**src/rtl/graphics_pkg.sv**
```systemverilog
// Shared VGA 640x480 timing constants and a palette-entry extraction helper
// for the graphics compositor.
package graphics_pkg;

  localparam int H_ACTIVE     = 640;
  localparam int H_SYNC_START = 656;
  localparam int H_SYNC_END   = 751;
  localparam int H_TOTAL      = 800;
  localparam int V_ACTIVE     = 480;
  localparam int V_SYNC_START = 490;
  localparam int V_SYNC_END   = 491;
  localparam int V_TOTAL      = 525;

  // Widest supported palette: 8 layers of 3 channels of 8 bits.
  localparam int COLOR_MAX_W = 3 * 8;
  localparam int PAL_MAX_W   = 8 * COLOR_MAX_W;

  // Returns the {R,G,B} entry of layer k, zero-extended to COLOR_MAX_W.
  function automatic logic [COLOR_MAX_W-1:0] color_slice(
    input logic [PAL_MAX_W-1:0] pal,
    input int unsigned          k,
    input int unsigned          color_w
  );
    logic [PAL_MAX_W-1:0] shifted;
    logic [PAL_MAX_W-1:0] mask;
    shifted = pal >> (k * 3 * color_w);
    mask    = (PAL_MAX_W'(1) << (3 * color_w)) - PAL_MAX_W'(1);
    return COLOR_MAX_W'(shifted & mask);
  endfunction

endpackage

```
**src/rtl/graphics_compositor_vga_timing.sv**
```systemverilog
// VGA 640x480 raster counters with active-low syncs and the active-area flag.
module vga_timing
  import graphics_pkg::*;
(
  input  logic       clk,
  input  logic       rst,
  output logic [9:0] hpos,
  output logic [9:0] vpos,
  output logic       hsync,
  output logic       vsync,
  output logic       display_on
);

  always_ff @(posedge clk or posedge rst) begin
    if (rst) begin
      hpos <= '0;
      vpos <= '0;
    end else if (hpos == 10'(H_TOTAL - 1)) begin
      hpos <= '0;
      vpos <= (vpos == 10'(V_TOTAL - 1)) ? '0 : vpos + 10'd1;
    end else begin
      hpos <= hpos + 10'd1;
    end
  end

  assign hsync      = !(hpos >= 10'(H_SYNC_START) && hpos <= 10'(H_SYNC_END));
  assign vsync      = !(vpos >= 10'(V_SYNC_START) && vpos <= 10'(V_SYNC_END));
  assign display_on = (hpos < 10'(H_ACTIVE)) && (vpos < 10'(V_ACTIVE));

endmodule

```
**src/rtl/graphics_compositor.sv**
```systemverilog
// Prioritised layer compositor on VGA timing: 2-stage colour pipeline with
// aligned syncs, frame/game/line ticks and a first-hit collision capture.
module graphics_compositor
  import graphics_pkg::*;
#(
  parameter int                  N_LAYERS    = 4,
  parameter int                  COLOR_W     = 2,
  parameter int                  CONV        = 0,
  parameter int                  TICK_DIV    = 3,
  parameter int                  LINE_BIT    = 5,
  parameter logic [N_LAYERS-1:0] COLL_MASK_A = N_LAYERS'(4'b0010),
  parameter logic [N_LAYERS-1:0] COLL_MASK_B = N_LAYERS'(4'b0001)
) (
  input  logic                            clk,
  input  logic                            rst,
  input  logic [N_LAYERS-1:0]             i_layer_on,
  input  logic [N_LAYERS*3*COLOR_W-1:0]   i_palette,
  input  logic [3*COLOR_W-1:0]            i_bg_color,
  input  logic                            i_game_start_pulse,
  output logic                            o_hsync,
  output logic                            o_vsync,
  output logic [COLOR_W-1:0]              o_red,
  output logic [COLOR_W-1:0]              o_green,
  output logic [COLOR_W-1:0]              o_blue,
  output logic [9-CONV:0]                 o_hpos,
  output logic [9-CONV:0]                 o_vpos,
  output logic                            o_display_on,
  output logic                            o_frame_tick,
  output logic                            o_game_tick,
  output logic                            o_line_tick,
  output logic                            o_collision,
  output logic [9:0]                      o_coll_hpos,
  output logic [9:0]                      o_coll_vpos
);

  localparam int RGB_W = 3 * COLOR_W;
  localparam int IDX_W = (N_LAYERS > 1) ? $clog2(N_LAYERS) : 1;

  logic [9:0] hpos;
  logic [9:0] vpos;
  logic       hsync;
  logic       vsync;
  logic       display_on;

  vga_timing u_timing (
    .clk        (clk),
    .rst        (rst),
    .hpos       (hpos),
    .vpos       (vpos),
    .hsync      (hsync),
    .vsync      (vsync),
    .display_on (display_on)
  );

  assign o_hpos       = hpos[9:CONV];
  assign o_vpos       = vpos[9:CONV];
  assign o_display_on = display_on;

  // Lowest-numbered active layer wins; scanning downwards leaves it last.
  logic [IDX_W-1:0] sel_idx;
  logic             sel_hit;

  always_comb begin
    sel_idx = '0;
    for (int k = N_LAYERS - 1; k >= 0; k--) begin
      if (i_layer_on[k]) sel_idx = IDX_W'(k);
    end
  end

  assign sel_hit = |i_layer_on;

  // Stage 1: winning layer, hit flag, active-area valid and raw syncs
  logic [IDX_W-1:0] idx_p1;
  logic             hit_p1;
  logic             vld_p1;
  logic             hsync_p1;
  logic             vsync_p1;

  always_ff @(posedge clk or posedge rst) begin
    if (rst) begin
      idx_p1   <= '0;
      hit_p1   <= 1'b0;
      vld_p1   <= 1'b0;
      hsync_p1 <= 1'b1;
      vsync_p1 <= 1'b1;
    end else begin
      idx_p1   <= sel_idx;
      hit_p1   <= sel_hit;
      vld_p1   <= display_on;
      hsync_p1 <= hsync;
      vsync_p1 <= vsync;
    end
  end

  // Stage 2: palette lookup (palette sampled here), blanking and aligned syncs
  logic [RGB_W-1:0] pal_entry;
  logic [RGB_W-1:0] rgb_p2;
  logic             hsync_p2;
  logic             vsync_p2;

  assign pal_entry = RGB_W'(color_slice(PAL_MAX_W'(i_palette), 32'(idx_p1), COLOR_W));

  always_ff @(posedge clk or posedge rst) begin
    if (rst) begin
      rgb_p2   <= '0;
      hsync_p2 <= 1'b1;
      vsync_p2 <= 1'b1;
    end else begin
      rgb_p2   <= !vld_p1 ? '0 : (hit_p1 ? pal_entry : i_bg_color);
      hsync_p2 <= hsync_p1;
      vsync_p2 <= vsync_p1;
    end
  end

  assign o_red   = rgb_p2[RGB_W-1 -: COLOR_W];
  assign o_green = rgb_p2[2*COLOR_W-1 -: COLOR_W];
  assign o_blue  = rgb_p2[COLOR_W-1:0];
  assign o_hsync = hsync_p2;
  assign o_vsync = vsync_p2;

  logic [3:0] frame_cnt;
  logic       line_q;

  assign o_frame_tick = !rst && (hpos == 10'd0) && (vpos == 10'd0);
  assign o_game_tick  = o_frame_tick && (frame_cnt == 4'(TICK_DIV - 1));
  assign o_line_tick  = vpos[LINE_BIT] && !line_q;

  always_ff @(posedge clk or posedge rst) begin
    if (rst) begin
      frame_cnt <= '0;
      line_q    <= 1'b0;
    end else begin
      line_q <= vpos[LINE_BIT];
      if (o_frame_tick) frame_cnt <= o_game_tick ? 4'd0 : frame_cnt + 4'd1;
    end
  end

  // Collision uses undelayed hits so the capture matches the live counters.
  logic coll_hit;

  assign coll_hit = display_on && |(i_layer_on & COLL_MASK_A) && |(i_layer_on & COLL_MASK_B);

  always_ff @(posedge clk or posedge rst) begin
    if (rst) begin
      o_collision <= 1'b0;
      o_coll_hpos <= '0;
      o_coll_vpos <= '0;
    end else if (i_game_start_pulse) begin
      o_collision <= 1'b0;
    end else if (coll_hit && !o_collision) begin
      o_collision <= 1'b1;
      o_coll_hpos <= hpos;
      o_coll_vpos <= vpos;
    end
  end

endmodule

```
**config.mk**
```make
export PLATFORM = sky130hd
export DESIGN_NAME = graphics_compositor
export DESIGN_NICKNAME = d
export VERILOG_FILES = /design/src/rtl/graphics_pkg.sv /design/src/rtl/graphics_compositor_vga_timing.sv /design/src/rtl/graphics_compositor.sv
export SDC_FILE = /design/constraint.sdc
export NUM_CORES = 1
export LEC_CHECK = 0
export ABC_AREA = 1
export BUFFER_PORTS_ARGS = -buffer_cell sky130_fd_sc_hd__buf_2
export CAP_MARGIN = 10
export CORE_ASPECT_RATIO = 1.25
export CORE_MARGIN = 10
export CORE_UTILIZATION = 50
export CTS_CLUSTER_SIZE = 24
export DETAILED_ROUTE_END_ITERATION = 12
export PLACE_DENSITY_LB_ADDON = 0.2
export RECOVER_POWER = 25
export SLEW_MARGIN = 30
export SYNTH_ARGS = -nofsm -noshare
export SYNTH_HDL_FRONTEND = slang
export SYNTH_HIERARCHICAL = 1
export SYNTH_SLANG_ARGS = --single-unit
```
**constraint.sdc**
```tcl
create_clock -name clk -period 3.4 [get_ports clk]
set_input_delay 0.17 -clock clk [delete_from_list [all_inputs] [get_ports clk]]
set_output_delay 0.17 -clock clk [all_outputs]
set_load 0.1 [all_outputs]
```
==> impl_metrics.yaml <==
pwr:
  total_power_mw: 1.658
  p_int_mw: 1.128
  p_per_area_nw_per_um2: 436.7
  seqPwrFrac_pct: 45.5
  ir_drop_uv: 266.1
  power.share.clock_pct: 37.0
  p_comb_share_pct: 17.5
  switching_share_pct: 31.97
  netSwitchingPower_uw: 530.2
  power_leakage_nw: 2.025
cells_and_area:
  area_delta_synth_final_pct: 22.58
  drive_gt1_share_pct: 28.18
  nFillCells: 562
  final_cells: 564
  n_antenna_cell: 0
  utilization_pct: 62.40
  final_cell_mix: "buf_2 (87), nand2_1 (76), nor2_1 (64)"
  layout.nets: 518
  final_common_cell: "buf_2"
  final_area_um2: 3797
synth:
  netlist_instances: 379
  netlist_area_um2: 3098
  yosys_register_bits: 60
  yosysUniqueCellTypes: 28
  syn_nets: 423
  yosysWarnings: 6
  synth_seq_area_share_pct: 48.63
  syn_area_per_cell_um2: 8.174
placement:
  dpl_cell_area_um2: 3600
  gp_congestion: 0.8638
  placement.io_buffers: 89
  dpl.cell_count: 546
  dp_slack_ns: 1.403
  hpwl_mm: 5.826
worst_setup_path:
  worstPathRequired_ns: 3.44
  cp.arrival_ns: 2.37
  r2r_setup_slack_ns: 1.38
  criticalPathCategory: "in -> async"
  r2r_end: "o_coll_vpos[9]"
  critPathMaxFanout: 40
  end_kind: "asynchronous set/reset pin"
  timing.rr.start: "u_timing/hpos[8]"
  r2r_cells: 7
  critPathLaunchType: "input port"
  cp-endpoint: "o_collision"
  startpoint: "rst"
timing:
  rsz0062_at_grt: "false"
  min_period_ns: 2.330
  min_period_over_period_pct: 68.54
  tns_ns: 0
  max_slew_margin_pct: -35.75
  worst_pin_slew_ns: 2.036
  setup_ws_ns: 1.070
  max_freq_ghz: 0.4291
  timing_hold_violations_final: 0
  clock_skew_ns: 0.007698
  setup_viol: 0
  whs_ns: 0.02633
  slew_violations: 41
outcome:
  violations: "max-capacitance violations, max-slew violations"
  outcome: "finished, violations left"
floorplan:
  start_util_pct: 50.90
  core_area_um2: 6086
  rows: 32
  die-height_um: 108.0
  die_width_um: 90.41
  dieArea_um2: 9764
  ioPinCount: 90
routing:
  drc: 0
  wirelength_mm: 7.719
  avgRoutedWirePerCell_um: 13.69
  drt_iter0_drc: 125
  drtPass1Iterations: 4
  via_per_inst: 4.817
  vias: 2717
  postRouteAntennaNets: 0
clock_tree:
  clock_path_buffers: 2
  ctsHtreeMaxLevel: 3
  clk_latency_ns: 0.34
  cts_resized: 0
  cts_buffers: 9
  cts_tree: "built"
  clk_pin_slew_worst_paths_ns: 0.07
  cts_setup_buffers: 0
  root_buffer: "clkbuf_8"
  clock_sinks: 60
grt:
  grt_overflow_total: 0
  grt_max_degree: 41
  grt_antenna_before_repair: 0
  grt_pass1_vias: 2679
  grt_pass1_wl_mm: 13.26
  grt_usage_pct: 16.51
worst_hold_path:
  holdCritPathClass: "in -> reg"
job:
  maxCapViolations: 1
logic make-up after synthesis:
| logic type | share of synthesized area (%) |
|---|---|
| adder cells (fa/ha/maj) | 2.827 |
| AO/OA/AOI/OAI | 12.52 |
| flip-flops | 48.63 |
| buffers and inverters | 9.855 |
| AND/OR/NAND/NOR | 23.91 |
| XOR/XNOR | 2.262 |
synthesized netlist by cell type (all sizes together):
master  number  area share [%]
xor2         5             1.4
inv         62             7.5
buf          6             2.1
nand2       77             9.4
nand4        7             1.4
dfrtp       56              45
ha           7             2.8
or3          1            0.36
xnor2        3            0.85
nor4         2            0.40
dfstp        4             3.4
o21ai       52              11
nand3       17             2.9
o211ai       1            0.24
nor3         4            0.65
nor2        66             8.8
clkbuf       2            0.24
a21boi       1            0.24
a31o         1            0.28
a21oi        5            0.81
area by class of cell:
type	count	area, um^2	area share [%]
Inverter	62	232.7	6.128
Tap cell	85	106.4	2.801
Multi-Input combinational cell	249	1301	34.27
Clock inverter	5	52.55	1.384
Timing Repair Buffer	92	466.7	12.29
Clock buffer	11	131.4	3.460
Sequential cell	60	1506	39.67
worst min path at each step:
stage,from,end,slack (ns),depth (start not counted)
floorplan,rst,u_timing/hpos[0],0.13,1
global placement,rst,o_coll_vpos[7],0.33,3
detailed placement,rst,o_coll_vpos[3],0.34,3
CTS,i_layer_on[0],idx_p1[0],0.02,2
global route,i_layer_on[0],idx_p1[0],0.04,2
finish,i_layer_on[0],idx_p1[0],0.03,2
routing by layer:
metal | GRT usage, % | wire length (um)
met3 | 5.409 | 522
met5 | 0 | 0
met4 | 5.125 | 77
met1 | 20.08 | 3411
met2 | 27.39 | 3707
power by group through the flow:
stage | Sequential [mW] | Combinational (mW) | Clock [mW]
floorplan | 0.929 | 0.0675 | 0
global placement | 0.767 | 0.288 | 0
detailed placement | 0.767 | 0.291 | 0
CTS | 0.754 | 0.294 | 0.629
global route | 0.758 | 0.310 | 0.658
finish | 0.754 | 0.290 | 0.614
worst max-delay path, stage by stage:
cell and delay (ns):
dlygate4sd3_1 0.55, clkbuf_1 0.13, inv_1 0.05, clkbuf_1 1.45
flip-flops by register name, summed over array words and instances, names as in the netlist, 2 cells and up:
| signal | count |
|---|---|
| o_coll_hpos | 10 |
| o_coll_vpos | 10 |
| u_timing/hpos | 10 |
| u_timing/vpos | 10 |
| rgb_p2 | 6 |
| frame_cnt | 4 |
| idx_p1 | 2 |
repair_timing:
item,4_1_cts,5_1_grt
endpoints found under the hold margin,37,0
hold buffers,2,0
setup endpoints to repair,0,0
Power figures use the tool's default switching activity.
